===== src/rtl/usb_fs_rx.sv =====
// Full-speed USB receive front end: pad synchronizer, DPLL-style bit sampler,
// NRZI decode, bit destuffing, SYNC/EOP framing and bus-reset detection.
module usb_fs_rx #(
    parameter int RESET_CYCLES = 120
) (
    input  logic       sys_clk,
    input  logic       sys_rst,
    input  logic       usb_d_p,
    input  logic       usb_d_n,
    output logic       rx_active,
    output logic       rx_valid,
    output logic [7:0] rx_data,
    output logic       rx_eop,
    output logic       rx_error,
    output logic       bus_reset
);

    localparam int CNT_W = (RESET_CYCLES < 1) ? 1 : $clog2(RESET_CYCLES + 1);
    localparam logic [CNT_W-1:0] RESET_LIMIT = CNT_W'(RESET_CYCLES);

    localparam logic [1:0] LINE_J   = 2'b10;
    localparam logic [1:0] LINE_K   = 2'b01;
    localparam logic [1:0] LINE_SE0 = 2'b00;

    typedef enum logic [2:0] {
        S_IDLE,
        S_SYNC,
        S_DATA,
        S_EOP,
        S_ABORT
    } state_t;

    // Synchronizer and bit sampler
    logic             r_dp_meta, r_dp_sync;
    logic             r_dn_meta, r_dn_sync;
    logic [1:0]       r_line_prev;
    logic [1:0]       r_phase;
    logic             r_prev_j;
    logic [CNT_W-1:0] r_se0_cnt;

    logic [1:0] w_line;
    logic [1:0] w_phase;
    logic       w_sample;
    logic       w_is_j, w_is_k, w_is_se0;
    logic       w_bit;

    // Framing FSM and datapath
    state_t     r_state;
    logic [7:0] r_shift;
    logic [2:0] r_bit_cnt;
    logic [2:0] r_ones;
    logic [1:0] r_zeros;
    logic       r_se0_seen;
    logic       r_rx_active;
    logic       r_rx_valid;
    logic [7:0] r_rx_data;
    logic       r_rx_eop;
    logic       r_rx_error;

    state_t     w_state_next;
    logic [7:0] w_shift_next;
    logic [2:0] w_bit_cnt_next;
    logic [2:0] w_ones_next;
    logic [1:0] w_zeros_next;
    logic       w_se0_seen_next;
    logic       w_active_next;
    logic       w_valid_next;
    logic [7:0] w_data_next;
    logic       w_eop_next;
    logic       w_error_next;

    assign w_line   = {r_dp_sync, r_dn_sync};
    assign w_is_j   = (w_line == LINE_J);
    assign w_is_k   = (w_line == LINE_K);
    assign w_is_se0 = (w_line == LINE_SE0);

    // Phase realigns on every line transition so the sample lands mid-bit.
    assign w_phase  = (w_line != r_line_prev) ? 2'd0 : r_phase + 2'd1;
    assign w_sample = (w_phase == 2'd2);
    assign w_bit    = (w_is_j == r_prev_j);

    always_ff @(posedge sys_clk) begin
        // NOTE: every register uses <= so all flops update from pre-edge values.
        if (sys_rst) begin
            r_dp_meta   <= 1'b1;
            r_dp_sync   <= 1'b1;
            r_dn_meta   <= 1'b0;
            r_dn_sync   <= 1'b0;
            r_line_prev <= LINE_J;
            r_phase     <= 2'd0;
            r_prev_j    <= 1'b1;
        end else begin
            r_dp_meta   <= usb_d_p;
            r_dp_sync   <= r_dp_meta;
            r_dn_meta   <= usb_d_n;
            r_dn_sync   <= r_dn_meta;
            r_line_prev <= w_line;
            r_phase     <= w_phase;
            if (w_sample && (w_is_j || w_is_k)) begin
                r_prev_j <= w_is_j;
            end
        end
    end

    always_ff @(posedge sys_clk) begin
        if (sys_rst) begin
            r_se0_cnt <= '0;
        end else if (w_is_se0) begin
            if (r_se0_cnt != RESET_LIMIT) begin
                r_se0_cnt <= r_se0_cnt + CNT_W'(1);
            end
        end else begin
            r_se0_cnt <= '0;
        end
    end

    always_ff @(posedge sys_clk) begin
        if (sys_rst) begin
            r_state     <= S_IDLE;
            r_shift     <= 8'h00;
            r_bit_cnt   <= 3'd0;
            r_ones      <= 3'd0;
            r_zeros     <= 2'd0;
            r_se0_seen  <= 1'b0;
            r_rx_active <= 1'b0;
            r_rx_valid  <= 1'b0;
            r_rx_data   <= 8'h00;
            r_rx_eop    <= 1'b0;
            r_rx_error  <= 1'b0;
        end else begin
            r_state     <= w_state_next;
            r_shift     <= w_shift_next;
            r_bit_cnt   <= w_bit_cnt_next;
            r_ones      <= w_ones_next;
            r_zeros     <= w_zeros_next;
            r_se0_seen  <= w_se0_seen_next;
            r_rx_active <= w_active_next;
            r_rx_valid  <= w_valid_next;
            r_rx_data   <= w_data_next;
            r_rx_eop    <= w_eop_next;
            r_rx_error  <= w_error_next;
        end
    end

    always_comb begin
        // NOTE: defaults first so every path assigns every output and no latch is inferred.
        w_state_next    = r_state;
        w_shift_next    = r_shift;
        w_bit_cnt_next  = r_bit_cnt;
        w_ones_next     = r_ones;
        w_zeros_next    = r_zeros;
        w_se0_seen_next = r_se0_seen;
        w_active_next   = r_rx_active;
        w_valid_next    = 1'b0;
        w_data_next     = r_rx_data;
        w_eop_next      = 1'b0;
        w_error_next    = 1'b0;

        if (w_sample) begin
            case (r_state)
                S_IDLE: begin
                    if (w_is_k) begin
                        w_state_next = S_SYNC;
                        w_zeros_next = 2'd0;
                    end
                end

                S_SYNC: begin
                    if (w_is_j || w_is_k) begin
                        if (!w_bit) begin
                            w_zeros_next = (r_zeros == 2'd3) ? 2'd3 : r_zeros + 2'd1;
                        end else if (r_zeros == 2'd3) begin
                            w_state_next   = S_DATA;
                            w_active_next  = 1'b1;
                            w_bit_cnt_next = 3'd0;
                            w_ones_next    = 3'd0;
                        end else begin
                            w_state_next = S_IDLE;
                        end
                    end else begin
                        w_state_next = S_IDLE;
                    end
                end

                S_DATA: begin
                    if (w_is_j || w_is_k) begin
                        if (r_ones == 3'd6) begin
                            // Six ones must be followed by a stuffed zero, which is dropped.
                            if (!w_bit) begin
                                w_ones_next = 3'd0;
                            end else begin
                                w_error_next    = 1'b1;
                                w_active_next   = 1'b0;
                                w_se0_seen_next = 1'b0;
                                w_state_next    = S_ABORT;
                            end
                        end else begin
                            w_shift_next   = {w_bit, r_shift[7:1]};
                            w_bit_cnt_next = r_bit_cnt + 3'd1;
                            w_ones_next    = w_bit ? r_ones + 3'd1 : 3'd0;
                            if (r_bit_cnt == 3'd7) begin
                                w_valid_next = 1'b1;
                                w_data_next  = {w_bit, r_shift[7:1]};
                            end
                        end
                    end else if (w_is_se0) begin
                        w_state_next = S_EOP;
                    end else begin
                        w_error_next    = 1'b1;
                        w_active_next   = 1'b0;
                        w_se0_seen_next = 1'b0;
                        w_state_next    = S_ABORT;
                    end
                end

                S_EOP: begin
                    if (w_is_j) begin
                        w_eop_next    = 1'b1;
                        w_error_next  = (r_bit_cnt != 3'd0);
                        w_active_next = 1'b0;
                        w_state_next  = S_IDLE;
                    end else if (!w_is_se0) begin
                        w_error_next    = 1'b1;
                        w_active_next   = 1'b0;
                        w_se0_seen_next = 1'b0;
                        w_state_next    = S_ABORT;
                    end
                end

                S_ABORT: begin
                    if (w_is_se0) begin
                        w_se0_seen_next = 1'b1;
                    end else if (w_is_j && r_se0_seen) begin
                        w_state_next = S_IDLE;
                    end
                end

                default: begin
                    w_state_next = S_IDLE;
                end
            endcase
        end
    end

    assign rx_active = r_rx_active;
    assign rx_valid  = r_rx_valid;
    assign rx_data   = r_rx_data;
    assign rx_eop    = r_rx_eop;
    assign rx_error  = r_rx_error;
    assign bus_reset = (r_se0_cnt == RESET_LIMIT);

endmodule


===== config.mk =====
export PLATFORM = sky130hd
export DESIGN_NAME = usb_fs_rx
export DESIGN_NICKNAME = d
export VERILOG_FILES = /design/src/rtl/usb_fs_rx.sv
export SDC_FILE = /design/constraint.sdc
export NUM_CORES = 1
export LEC_CHECK = 0
export BUFFER_PORTS_ARGS = -buffer_cell sky130_fd_sc_hd__clkbuf_2
export CAP_MARGIN = 5
export CORE_MARGIN = 2
export CORE_UTILIZATION = 45
export DETAILED_ROUTE_END_ITERATION = 10
export PLACE_DENSITY = 0.7
export SYNTH_ARGS = -nofsm -noshare
export SYNTH_HDL_FRONTEND = slang
export SYNTH_SLANG_ARGS = --single-unit

===== constraint.sdc =====
create_clock -name sys_clk -period 4.6 [get_ports sys_clk]
set_input_delay 0.92 -clock sys_clk [delete_from_list [all_inputs] [get_ports sys_clk]]
set_output_delay 0.92 -clock sys_clk [all_outputs]
set_load 0.03 [all_outputs]

* Word level (Yosys, flattened, before mapping)
Cells that the tools add are included.
** Operators by class
- Bitwise gates (word level) :: 6
- Reductions and logical operators :: 22
- Muxes and demuxes :: 52
- Equal/unequal tests :: 30
- Add/sub/neg operators :: 5
** Operators with widths (number)
- $mux W3 :: 20
- $ne A2 B2 Y1 const B :: 11
- $reduce_and A7 Y1 :: 3
- $mux W1 :: 19
- $ne A3 B3 Y1 const B :: 5
- $pmux W3 S5 :: 1
- $mux W2 :: 6
- $pmux W3 S2 :: 2
- $reduce_and A5 Y1 :: 2
- $eq A3 B3 Y1 const B :: 3
- $reduce_bool A3 Y1 :: 3
- $reduce_and A8 Y1 :: 1
- $add A7 B1 Y7 const B :: 1
- $eq A7 B7 Y1 const B :: 1
- $ne A7 B7 Y1 const B :: 1
- $add A3 B1 Y3 const B :: 2
- $eq A2 B2 Y1 const B :: 3
- $eq A3 B2 Y1 const B :: 2
- $not A1 Y1 :: 6
- $pmux W1 S3 :: 2
- $reduce_and A6 Y1 :: 1
- $reduce_or A5 Y1 :: 1
- $add A2 B1 Y2 const B :: 2
- $pmux W2 S2 :: 1
- 13 further kinds :: 16
** Storage, ports and cells
- Bits of input ports :: 4
- Register bits after elaboration :: 48

* Logic depth before layout (Yosys ltp)
- Depth in word-level cells :: 6
- Mapped depth :: 8
- Gate-level depth less buffers :: 6

* Least setup slack after synthesis
No wires, ideal clock.
- Path type :: reg2out
- Start point :: register r_se0_cnt[0]
- End point :: output port bus_reset
- Required time :: 3.680 ns
- Data arrival time :: 1.453 ns
- Cell stages (with the launch flop) :: 5
- Slack :: 2.227 ns
- Cell sequence :: dfxtp_1 > inv_1 > ha_1 > nand2_1 > nor3_1
** On the way
- Cells in the longest elaborated chain, start to end :: 1
** Ends and longest elaborated chain
- start, declared :: RTL line 39 : logic [CNT_W-1:0] r_se0_cnt;
- start signal, assigned :: RTL line 110 : r_se0_cnt <= r_se0_cnt + CNT_W'(1);
- $eq A7 B7 Y1 :: RTL line 250 : assign bus_reset = (r_se0_cnt == RESET_LIMIT);
- end, declared :: RTL line 15 : output logic bus_reset
No other way between the ends.

* Worst setup path in the final report
Same ends and word-level chain as after synthesis.

==> PnR_summary.wiki <==
{| class="wikitable"
! Metric !! Value
|-
| Vias in the first global route || ~1900
|-
| Net Count, Synth || between 200 and 300
|-
| Adder-Cell Fraction of Synth Area || 6.417%
|-
| Class of the tightest hold or removal check || register to register
|-
| Share of final-layout standard cells stronger than drive strength 1 || 14.18%
|-
| Main synth FF type || sky130_fd_sc_hd__dfxtp_1
|-
| Max-cap violations || 0
|-
| Slew Limit Fails || 0
|-
| Final cell area excluding filler cells || about 2600 sq um
|-
| Biggest cell delay along the critical path || ~0.40 ns
|-
| ANT cells || 0
|-
| Number of enable flip-flop cells after synthesis || 0
|-
| Total via count after detailed routing || 1922
|-
| Worst Setup Slack, final || slightly above 2 ns
|-
| Peak fanout along the critical path || 4
|-
| Yosys cell types || 48
|-
| TNS Setup || 0 ns
|-
| Setup Buffers After CTS || 0
|-
| Crit path capture type || output pin
|-
| Required arrival time at the worst endpoint || 3.68 ns
|-
| DRC violations left || 0
|-
| Leading cell type in the layout, fill and taps excluded || sky130_fd_sc_hd__dfxtp_1
|-
| # placed instances || ~340
|-
| Cells along the critical path || inv_1 -> ha_1 -> nand2_1 -> nor3_1 -> clkbuf_2
|-
| Cell count after synthesis || 268
|-
| Initial detailed-routing violation count || 150
|-
| Remaining antenna violation count || 0
|-
| Depth of the CTS H-tree || 2
|-
| Syn avg cell area || slightly below 9 sq um
|-
| Cell Area, Synth || 2340 sq um
|-
| Synth Area in XOR/XNOR || 3.743%
|-
| Wire length of the first global-routing pass || 8.418 mm
|-
| Reported leakage power || just over 0.0009 uW
|-
| Largest family of logic cells by synthesized area || simple AND/OR/NAND/NOR gates
|-
| Post-detail-place hpwl || 3.096 mm
|-
| Power per unit of standard cell area || 303.4 nW/um^2
|-
| Number of CTS-inserted buffers || 5
|-
| Data arrival time at the worst-slack endpoint || 1.61 ns
|-
| Count of non-filler cells in the finished layout || between 300 and 400
|-
| Detailed-route vias per instance || between 5 and 6
|-
| Count of instances resized after the clock tree is built || 0
|-
| Starting density of the core || 46.10%
|-
| Status || finished, final reports clean
|-
| Sinks on Clock Net || 47
|-
| Most used cells in the layout excluding fill and tap cells || sky130_fd_sc_hd__dfxtp_1, sky130_fd_sc_hd__a21oi_1, sky130_fd_sc_hd__clkbuf_2
|-
| First-pass detailed-route iteration total || 4
|-
| Wire length per cell after detailed routing || 13.77 um
|-
| FFs w/ async S/R, synth || 0%
|-
| Cell at the slowest stage of the critical path || sky130_fd_sc_hd__nor3_1
|-
| Critical setup path kind || register to output pin
|-
| Number of register bits inferred by synthesis || 47
|-
| Critical Path Start Type || register
|-
| Relative max-transition margin || between 20 and 25%
|-
| Wire length reported by the detailed router || 4.750 mm
|-
| Warnings from Yosys || 0
|-
| Overall fraction of global-route tracks in use || 17.53%
|-
| Horizontal die dimension || 76.11 um
|-
| Top-Level Pins || 17
|-
| Largest clock skew in the final design || 0.008514 ns
|-
| Unrepaired setup endpoints after global routing || false
|-
| Final RePlAce weighted congestion || 0.7894
|-
| Antenna violations before repair || 0
|-
| Dominant delay contributor by cell family on the critical path || simple AND/OR/NAND/NOR gates
|-
| Total congestion overflow || 0
|-
| Clock transition at path regs || roughly 0.080 ns
|-
| Worst-Skew Late Latency || approximately 0.30 ns
|-
| Number of setup violations in the final report || 0
|-
| Timing-limited maximum frequency || 394.8 MHz
|-
| Slew at the pin with the worst max-slew slack || 1.164 ns
|-
| NumNets Final || 290
|-
| Share of the synthesized area in compound gates (AO/OA/AOI/OAI) || 17.22%
|-
| Post-Place Worst Slack || 2.057 ns
|-
| Die Y-Extent || 76.11 um
|-
| Port buffer count || 16
|-
| Area fraction in and, or, nand and nor cells after synthesis || 22.83%
|-
| TritonCTS clock tree || yes
|-
| Cell area after placement || around 2400 sq um
|-
| Period Utilization, post-route || 55.06%
|-
| Clock Root Buffer || sky130_fd_sc_hd__clkbuf_8
|-
| Buffers from clock root to sink, at most || 2
|-
| Pin count of the biggest net entering global routing || 48
|-
| Final hold violation count || 0
|-
| VDD IR-drop max || 0.0002013 V
|-
| Total Die Area || approximately 5800 sq um
|-
| Row count || 26
|-
| Final critical-path required period || roughly 2.5 ns
|-
| Number of hold buffers added after CTS || 0
|-
| Buf/Inv on CP || 2
|-
| Core utilization of the finished layout || 50.57%
|-
| Multiplexer share of the synthesized area || 4.118%
|-
| Core area || 5075 sq um
|-
| Register area share after synthesis || 40.21%
|-
| Relative area change from synthesis to final layout || 9.679%
|}
==> synth_stat cells (all sizes together) (4+ instances only) <==
library cell  number  share of area (%)
o21ai             14                3.0
nand2              9                1.4
a21oi             20                4.3
mux2i              4                1.7
nand2b             8                2.1
dfxtp             47                 40
o31ai             10                3.2
nor2b              5                1.3
buf                4               0.80
nand4             10                2.7
nor3              10                2.1
nor2              13                2.1
xnor2              4                1.5
or2                7                1.9
mux2               4                2.4
inv               14                2.2
xor2               6                2.2
clkbuf            14                2.2
nand3             15                3.2
ha                12                6.4
==> routing by layer <==
metal  part of all wire (%)  GRT usage [%]  vias up
met5                      0              0        -
met4                    1.7          6.909        0
met3                    3.1          4.028       10
met2                     44          26.88       32
met1                     51          24.03      905
li1                       -              -      975
==> cell type report <==
class / instances / area [sq um]
flip-flops and latches: 47 / 940.9
clock buffers: 6 / 82.58
inverters: 15 / 56.30
fillers: 502 / 2509
well taps: 70 / 87.58
multi-input cells: 188 / 1276
clock inverters: 2 / 35.03
repair buffers: 17 / 87.58
==> stage by stage <==
step           hold slack, ns  total power (uW)
5_1_grt                0.4391             809.0
6_report               0.4145             778.6
3_5_place_dp           0.4019             475.9
2_1_floorplan          0.3895             464.2
3_3_place_gp           0.4026             475.1
4_1_cts                0.4214             790.2
==> flip-flops by register name, indices dropped and copies added (netlist names), 3 cells and up <==
signal and cells:
r_ones 3, r_shift 7, r_bit_cnt 3, rx_data 8, r_state 3, r_se0_cnt 7
==> where the power goes <==
| group | leakage, uW | internal [uW] | switching, uW |
|---|---|---|---|
| Sequential | 0.000380 | 411 | 3.93 |
| Combinational | 0.000482 | 15.4 | 36.3 |
| Clock | 0.0000612 | 176 | 136 |
==> path summary, 6_finish.rpt <==
check | from | end | slack (ns) | cells after the start
worst min register to register | r_dp_meta$_SDFF_PP1_ | r_dp_sync$_SDFF_PP1_ | 0.41 | 1
worst max register to register | r_state[0]$_SDFFE_PP0P_ | rx_data[7]$_SDFFE_PP0P_ | 2.12 | 4
worst min-delay path | r_dp_meta$_SDFF_PP1_ | r_dp_sync$_SDFF_PP1_ | 0.41 | 1
worst max-delay path | r_se0_cnt[0]$_SDFFE_PP0N_ | bus_reset | 2.07 | 5
==> cells by family (layout without fill, tap and decap cells) <==
group	after synthesis	in the layout
compound gates	63	63
xor+xnor	10	10
fa+ha+maj	12	12
buf+inv	33	40
flops	47	47
mux	8	8
simple gates	95	95
Note: power is estimated with default switching activity, not from simulation.
